<file path="src/rtl/text_pkg.sv">
// Shared definitions for the text entry/reader blocks: default buffer geometry,
// the NUL terminator code and the streamer state encoding.
package text_pkg;

    localparam int unsigned DEF_NUM_CHARS = 32;
    localparam int unsigned DEF_CHAR_W    = 8;

    localparam logic [7:0] CHAR_NUL = 8'h00;

    typedef enum logic [1:0] {
        IDLE = 2'd0,
        SEND = 2'd1,
        DONE = 2'd2
    } state_e;

endpackage

</file>
<file path="src/rtl/text_shift_reg.sv">
// Parallel-load, shift-left-by-one-character register with zero fill.
// Exposes the top character it will hold after the coming edge.
module text_shift_reg
    import text_pkg::*;
#(
    parameter int unsigned NUM_CHARS = DEF_NUM_CHARS,
    parameter int unsigned CHAR_W    = DEF_CHAR_W
) (
    input  logic                          clk,
    input  logic                          rst_n,
    input  logic                          load,
    input  logic                          shift,
    input  logic [NUM_CHARS*CHAR_W-1:0]   par_in,
    output logic [CHAR_W-1:0]             top_d_c
);

    localparam int unsigned BUF_W = NUM_CHARS * CHAR_W;

    logic [BUF_W-1:0] sr_q;
    logic [BUF_W-1:0] sr_d;

    // Load has priority; shift drops the top character and zero-fills the bottom.
    always_comb begin
        sr_d = sr_q;
        if (load) begin
            sr_d = par_in;
        end else if (shift) begin
            sr_d = {sr_q[BUF_W-CHAR_W-1:0], {CHAR_W{1'b0}}};
        end
    end

    always_ff @(posedge clk) begin
        if (!rst_n) begin
            sr_q <= '0;
        end else begin
            sr_q <= sr_d;
        end
    end

    assign top_d_c = sr_d[BUF_W-1 -: CHAR_W];

endmodule

</file>
<file path="src/rtl/text_reader.sv">
// Streams a packed character buffer one character at a time under a `next` handshake.
// Define TEXT_READER_STOP_AT_NUL_EN to end the string at the first NUL character.
module text_reader
    import text_pkg::*;
#(
    parameter int unsigned NUM_CHARS = DEF_NUM_CHARS,
    parameter int unsigned CHAR_W    = DEF_CHAR_W
) (
    input  logic                                Clk,
    input  logic                                Resetn,
    input  logic                                load,
    input  logic [NUM_CHARS*CHAR_W-1:0]         text_in,
    input  logic                                next,
    output logic [CHAR_W-1:0]                   data_out,
    output logic                                valid,
    output logic                                busy,
    output logic                                done,
    output logic [$clog2(NUM_CHARS+1)-1:0]      count
);

    localparam int unsigned     CNT_W    = $clog2(NUM_CHARS + 1);
    localparam logic [CNT_W-1:0] CNT_LAST = CNT_W'(NUM_CHARS - 1);
    localparam logic [CNT_W-1:0] CNT_MAX  = CNT_W'(NUM_CHARS);

    state_e             state_q, state_d;
    logic [CNT_W-1:0]   count_q, count_d;
    logic [CHAR_W-1:0]  data_q;
    logic [CHAR_W-1:0]  top_d_c;
    logic               valid_q, valid_d;
    logic               busy_q, busy_d;
    logic               done_q, done_d;
    logic               sr_load, sr_shift;

    text_shift_reg #(
        .NUM_CHARS (NUM_CHARS),
        .CHAR_W    (CHAR_W)
    ) u_shift (
        .clk     (Clk),
        .rst_n   (Resetn),
        .load    (sr_load),
        .shift   (sr_shift),
        .par_in  (text_in),
        .top_d_c (top_d_c)
    );

    // Next-state, counter and registered-output decode.
    always_comb begin
        state_d  = state_q;
        count_d  = count_q;
        sr_load  = 1'b0;
        sr_shift = 1'b0;

        unique case (state_q)
            IDLE: begin
                if (load) begin
                    sr_load = 1'b1;
                    count_d = '0;
                    state_d = SEND;
                end
            end
            SEND: begin
`ifdef TEXT_READER_STOP_AT_NUL_EN
                if (data_q == CHAR_W'(CHAR_NUL)) begin
                    state_d = DONE;
                end else
`endif
                if (next) begin
                    sr_shift = 1'b1;
                    if (count_q != CNT_MAX) begin
                        count_d = count_q + CNT_W'(1);
                    end
                    if (count_q == CNT_LAST) begin
                        state_d = DONE;
                    end
                end
            end
            DONE: begin
                state_d = IDLE;
            end
            default: begin
                state_d = IDLE;
            end
        endcase

        busy_d  = (state_d != IDLE);
        done_d  = (state_d == DONE);
`ifdef TEXT_READER_STOP_AT_NUL_EN
        valid_d = (state_d == SEND) && (top_d_c != CHAR_W'(CHAR_NUL));
`else
        valid_d = (state_d == SEND);
`endif
    end

    always_ff @(posedge Clk) begin
        if (!Resetn) begin
            state_q <= IDLE;
            count_q <= '0;
            data_q  <= '0;
            valid_q <= 1'b0;
            busy_q  <= 1'b0;
            done_q  <= 1'b0;
        end else begin
            state_q <= state_d;
            count_q <= count_d;
            data_q  <= top_d_c;
            valid_q <= valid_d;
            busy_q  <= busy_d;
            done_q  <= done_d;
        end
    end

    assign data_out = data_q;
    assign valid    = valid_q;
    assign busy     = busy_q;
    assign done     = done_q;
    assign count    = count_q;

endmodule
</file>
<file path="config.mk">
export PLATFORM = sky130hd
export DESIGN_NAME = text_reader
export DESIGN_NICKNAME = d
export VERILOG_FILES = /design/src/rtl/text_pkg.sv /design/src/rtl/text_shift_reg.sv /design/src/rtl/text_reader.sv
export SDC_FILE = /design/constraint.sdc
export NUM_CORES = 1
export LEC_CHECK = 0
export ABC_AREA = 1
export CAP_MARGIN = 15
export CORE_AREA = 2 2 182 220
export DETAILED_ROUTE_END_ITERATION = 10
export DIE_AREA = 0 0 184 222
export GPL_TIMING_DRIVEN = 0
export PLACE_DENSITY = 0.54
export SYNTH_ARGS = -nofsm -noshare
export SYNTH_HDL_FRONTEND = slang
export SYNTH_SLANG_ARGS = --single-unit
</file>
<file path="constraint.sdc">
create_clock -name Clk -period 1.5 [get_ports Clk]
set_input_delay 0.225 -clock Clk [delete_from_list [all_inputs] [get_ports Clk]]
set_output_delay 0.225 -clock Clk [all_outputs]
set_load 0.03 [all_outputs]
</file>
# == Yosys cells after proc, flatten, opt, wreduce, memory -nomap -nowiden ==
# Cells that the tools add are included.
# totals
ff_bits,267
inputBits,260
output_inout_bits,17
# classes
add_sub_neg,1
n_eq_ne,8
mux,14
n_reduce_logical,5
# op_table
operator,count
two-way mux 256 bit,2
two-way mux 6 bit,3
one-hot mux 6 bit (2 select lines),1
"adder 6 x 1 -> 6 bit, second input constant",1
"equality test 6 x 5 -> 1 bit, second input constant",1
two-way mux 2 bit,3
"inequality test 2 bit, second input constant",3
"inequality test 6 bit, second input constant",1
nonzero test 2 bit,3
"equality test 2 x 1 -> 1 bit, second input constant",2
two-way mux 1 bit,4
one-hot mux 2 bit (2 select lines),1
AND reduction 4 bit,1
"equality test 2 bit, second input constant",1
zero test 2 bit,1

# == Longest topological paths before layout ==
# depth
ltp_word,5
ltp_mapped,8
mapped_depth_nobuf,8

# == Modules after synthesis ==
# Synthesis repeated with hierarchy kept, for this count alone.
# hier_totals
cells_unflattened,2042
area_unflattened_um2,13032.5
# modules_own_cells
mod,instances,cells_each,area_each_um2,seq_area_each_um2
text_shift_reg,1,1937,12231.7,5124.9
text_reader,1,105,800.8,380.4

# == Least setup slack after synthesis ==
# Ideal clock, no wire load.
# synth_path
kind,register to register
start,register count_q[0] (netlist: count[0])
end,register count_q[0] (netlist: count[0])
setup_time_ns,0.123
arrival_ns,1.365
required_time_ns,1.377
setup_slack_ns,0.012
path_stages_with_launch,8
synth_period_minus_slack_ns,1.488
cell_sequence,dfxtp_1 > inv_1 > ha_1 > nand2_1 > nand3b_1 > nand2_1 > nand2_1 > a21boi_0
# synth_via
elab_chain_len,4
elab_cells_between_ends,7
classes_between,add/sub: 1; eq/ne: 2; mux: 3; reduce/logical: 1
# synth_rtl
element,line,rtl
"start, declared",text_reader.sv:26,"logic [CNT_W-1:0] count_q, count_d;"
"start signal, assigned",text_reader.sv:104,count_q <= count_d;
adder 6 x 1 -> 6 bit,text_reader.sv:70,count_d = count_q + CNT_W'(1);
two-way mux 6 bit,text_reader.sv:69,if (count_q != CNT_MAX) begin
two-way mux 6 bit,text_reader.sv:67,if (next) begin
one-hot mux 6 bit (2 select lines),text_reader.sv:53,unique case (state_q)
# Parallel ways exist; a longest one is shown, timed or not. The select of a mux whose other input is x is not followed.
# A chain may end at the register's enable or synchronous reset.

# == Worst setup path in the final report ==
# layout_path
start,register count_q[3] (netlist: count[3])
end,output count[3]
# layout_lines
element,line,rtl
"end, declared",text_reader.sv:18,output logic [$clog2(NUM_CHARS+1)-1:0] count
# No word-level cell between the ends.

==> out/qor.csv <==
metric,value,unit
status,completed,
critical path's largest stage delay,0.43,ns
R2R cell count,7,
vias per cell,4.96,
clock-pin slew on the worst setup and hold paths,0.06,ns
Num Clock Sinks,267,
DRT antenna net count,0,
IO Pins,277,
DR pass1 iterations,5,
crit path from,count[3],
endpoints failing setup,0,
fin nets,2078,
Die X-Extent,184,microns
Post-synth top cells,"o21ai_0, nand2_1, dfxtp_1",
hold_ws,0.212,ns
"EDFF count, synth",0,
"Max stage delay cell, worst path",dfxtp_1,
power per standard cell area,1200,nW/um^2
cell depth of the worst setup path,1,
max cap viols,0,
vias in the first global route,11607,
yosys synthesis warning count,0,
GRT Util Overall,18.6,%
P_leak,6.09,nW
syn_nets,1762,
post-layout util,41.3,%
# rows,79,
Final Skew,0.0110,ns
Final Critical Period,1.46,ns
VDD IR-drop max,0.000847,V
first-pass GRT wire length,61.2,mm
post-synth top area share,48.0,%
most frequent cell after synthesis,o21ai_0,
critical path cell sequence,clkbuf_4,
"non-filler cells, final",2328,
placed cells,2262,
Worst-Margin Slew,0.590,ns
worst path buffer plus inverter count,1,
area of the multi-input gates,5100,sq um
ratio of cells with drive above 1 in the final layout,12.0,%
r2r setup slk,0.05,ns
CORE AREA,38500,sq um
register area share after synthesis,48.0,%
Hold WC Path Type,in -> reg,
Fmax,0.683,GHz
Yosys top cell by area,dfxtp_1,
Crit Path Class,reg -> out,
Netlist cell types,20,
CP arrival,1.24,ns
Initial Util,28.9,%
number of I/O port buffers,276,
per-cell routed wire length,16.9,microns
largest net degree at the start of global routing,16,
post-synthesis cell area,11100,sq um
Area Growth Syn to Fin,42.9,%
CP endpoint,count[3],
Clock Tree Root,clkbuf_16,
FF/Latch Area,5350,sq um
Die Height,222,microns
Synth Area per Inst,7.43,sq um
WHS Path Cells,3,
fraction of registers with async set/reset,0,%
RSZ-0062 raised after global routing,true,
hpwl dp,29.2,mm
DRC errors left,0,
drt initial violations,512,
clk_lat worst skew,0.57,ns
routability cong.,0.829,
via count,11558,
Routed Wire Length,39.4,mm
Post-synth top flop,dfxtp_1,
Mapped Cells,1500,
total CTS buffers,30,
startpoint types,flop,
final count of hold timing violations,0,
Crit path max-delay family,flip-flops,
crit-path max FO,5,
Max-slew headroom,60.6,%
Fill cells,3982,
Slew Limit Fails,0,
synth top area cells,"dfxtp_1, o21ai_0, a21oi_1",
CTS H-tree depth,1,
initial antenna violation count,13,
Tcrit/Tclk final,97.6,%
Die ar.,40800,sq um
"flops & latches, synth",267,
worst reg2reg path startpoint,state_q[0],
critical path required time,1.27,ns
clk buf depth,3,
grt total ovfl,0,
TritonCTS clock tree,yes,
r2r endpoint,u_shift.sr_q[215],
nature of the critical path endpoint,output pin,
-- cell families after synthesis --
logic type / after synthesis / share of synthesized area [%]
DFF: 267 / 48.0
AOI/OAI and AO/OA: 757 / 34.0
buffers and inverters: 162 / 6.84
and+or+nand+nor: 312 / 11.0
adders and majority gates: 2 / 0.225
-- per-stage QoR --
stage	setup slack [ns]	setup TNS (ns)	total power, mW	instance area (sq um)
floorplan	0.0120	0	9.74	11100
global placement	-0.730	-159.49	11.2	14500
detailed placement	-0.766	-162.17	11.2	14500
CTS	0.00121	0	19.2	15700
global route	-0.0758	-1.47	20.0	15900
finish	0.0356	0	19.1	15900
-- where the power goes --
| part | switching, mW | internal (mW) |
|---|---|---|
| Sequential | 0.329 | 7.76 |
| Combinational | 1.67 | 1.48 |
| Clock | 3.05 | 4.82 |
-- how the worst min path moves through the flow --
stage / from / end / slack (ns)
after floorplan: text_in[105] / u_shift.sr_q[105] / 0.37
after global placement: u_shift.sr_q[0] / u_shift.sr_q[0] / 0.47
after detailed placement: u_shift.sr_q[1] / u_shift.sr_q[1] / 0.47
after CTS: text_in[40] / u_shift.sr_q[40] / 0.18
after global routing: text_in[25] / u_shift.sr_q[25] / 0.21
final: text_in[54] / u_shift.sr_q[54] / 0.21
-- cells in the final DEF (no fill, tap or decap), types with 20 or more instances in the layout --
cell,instances
a21oi_1,260
o21ai_0,379
clkdlybuf4s50_1,259
buf_2,32
buf_4,61
clkbuf_16,30
nand2_1,272
o21ai_1,110
dfxtp_1,263
clkbuf_2,34
clkbuf_1,20
-- cell type report --
| class | instances | area share, % |
|---|---|---|
| flip-flops and latches | 267 | 33.6 |
| multi-input cells | 1071 | 32.0 |
| repair buffers | 284 | 17.3 |
| plain buffers | 148 | 6.15 |
| clock buffers | 39 | 5.30 |
| well taps | 486 | 3.82 |
| clock inverters | 14 | 1.36 |
| inverters | 14 | 0.346 |
| diodes | 5 | 0.0786 |
-- sequential cells by signal, summed over array words and instances (netlist names) --
signal / cells
done: 1
count: 6
valid: 1
u_shift.sr_q: 256
busy: 1
state_q: 2
-- routing by layer --
| layer | vias up | routed length (microns) | track usage (%) |
|---|---|---|---|
| met3 | 63 | 2800 | 5.14 |
| met1 | 5348 | 16800 | 22.3 |
| met4 | 18 | 642 | 4.21 |
| li1 | 5827 | - | - |
| met2 | 302 | 19000 | 32.8 |
| met5 | - | 123 | 0 |
-- what timing repair did --
action,CTS,global route
setup endpoints to repair,269,270
gates resized for setup,162,189
pin swaps,2,0
buffers inserted,3,5
hold buffers,0,0
No activity file was read; power rests on OpenSTA's default activity.
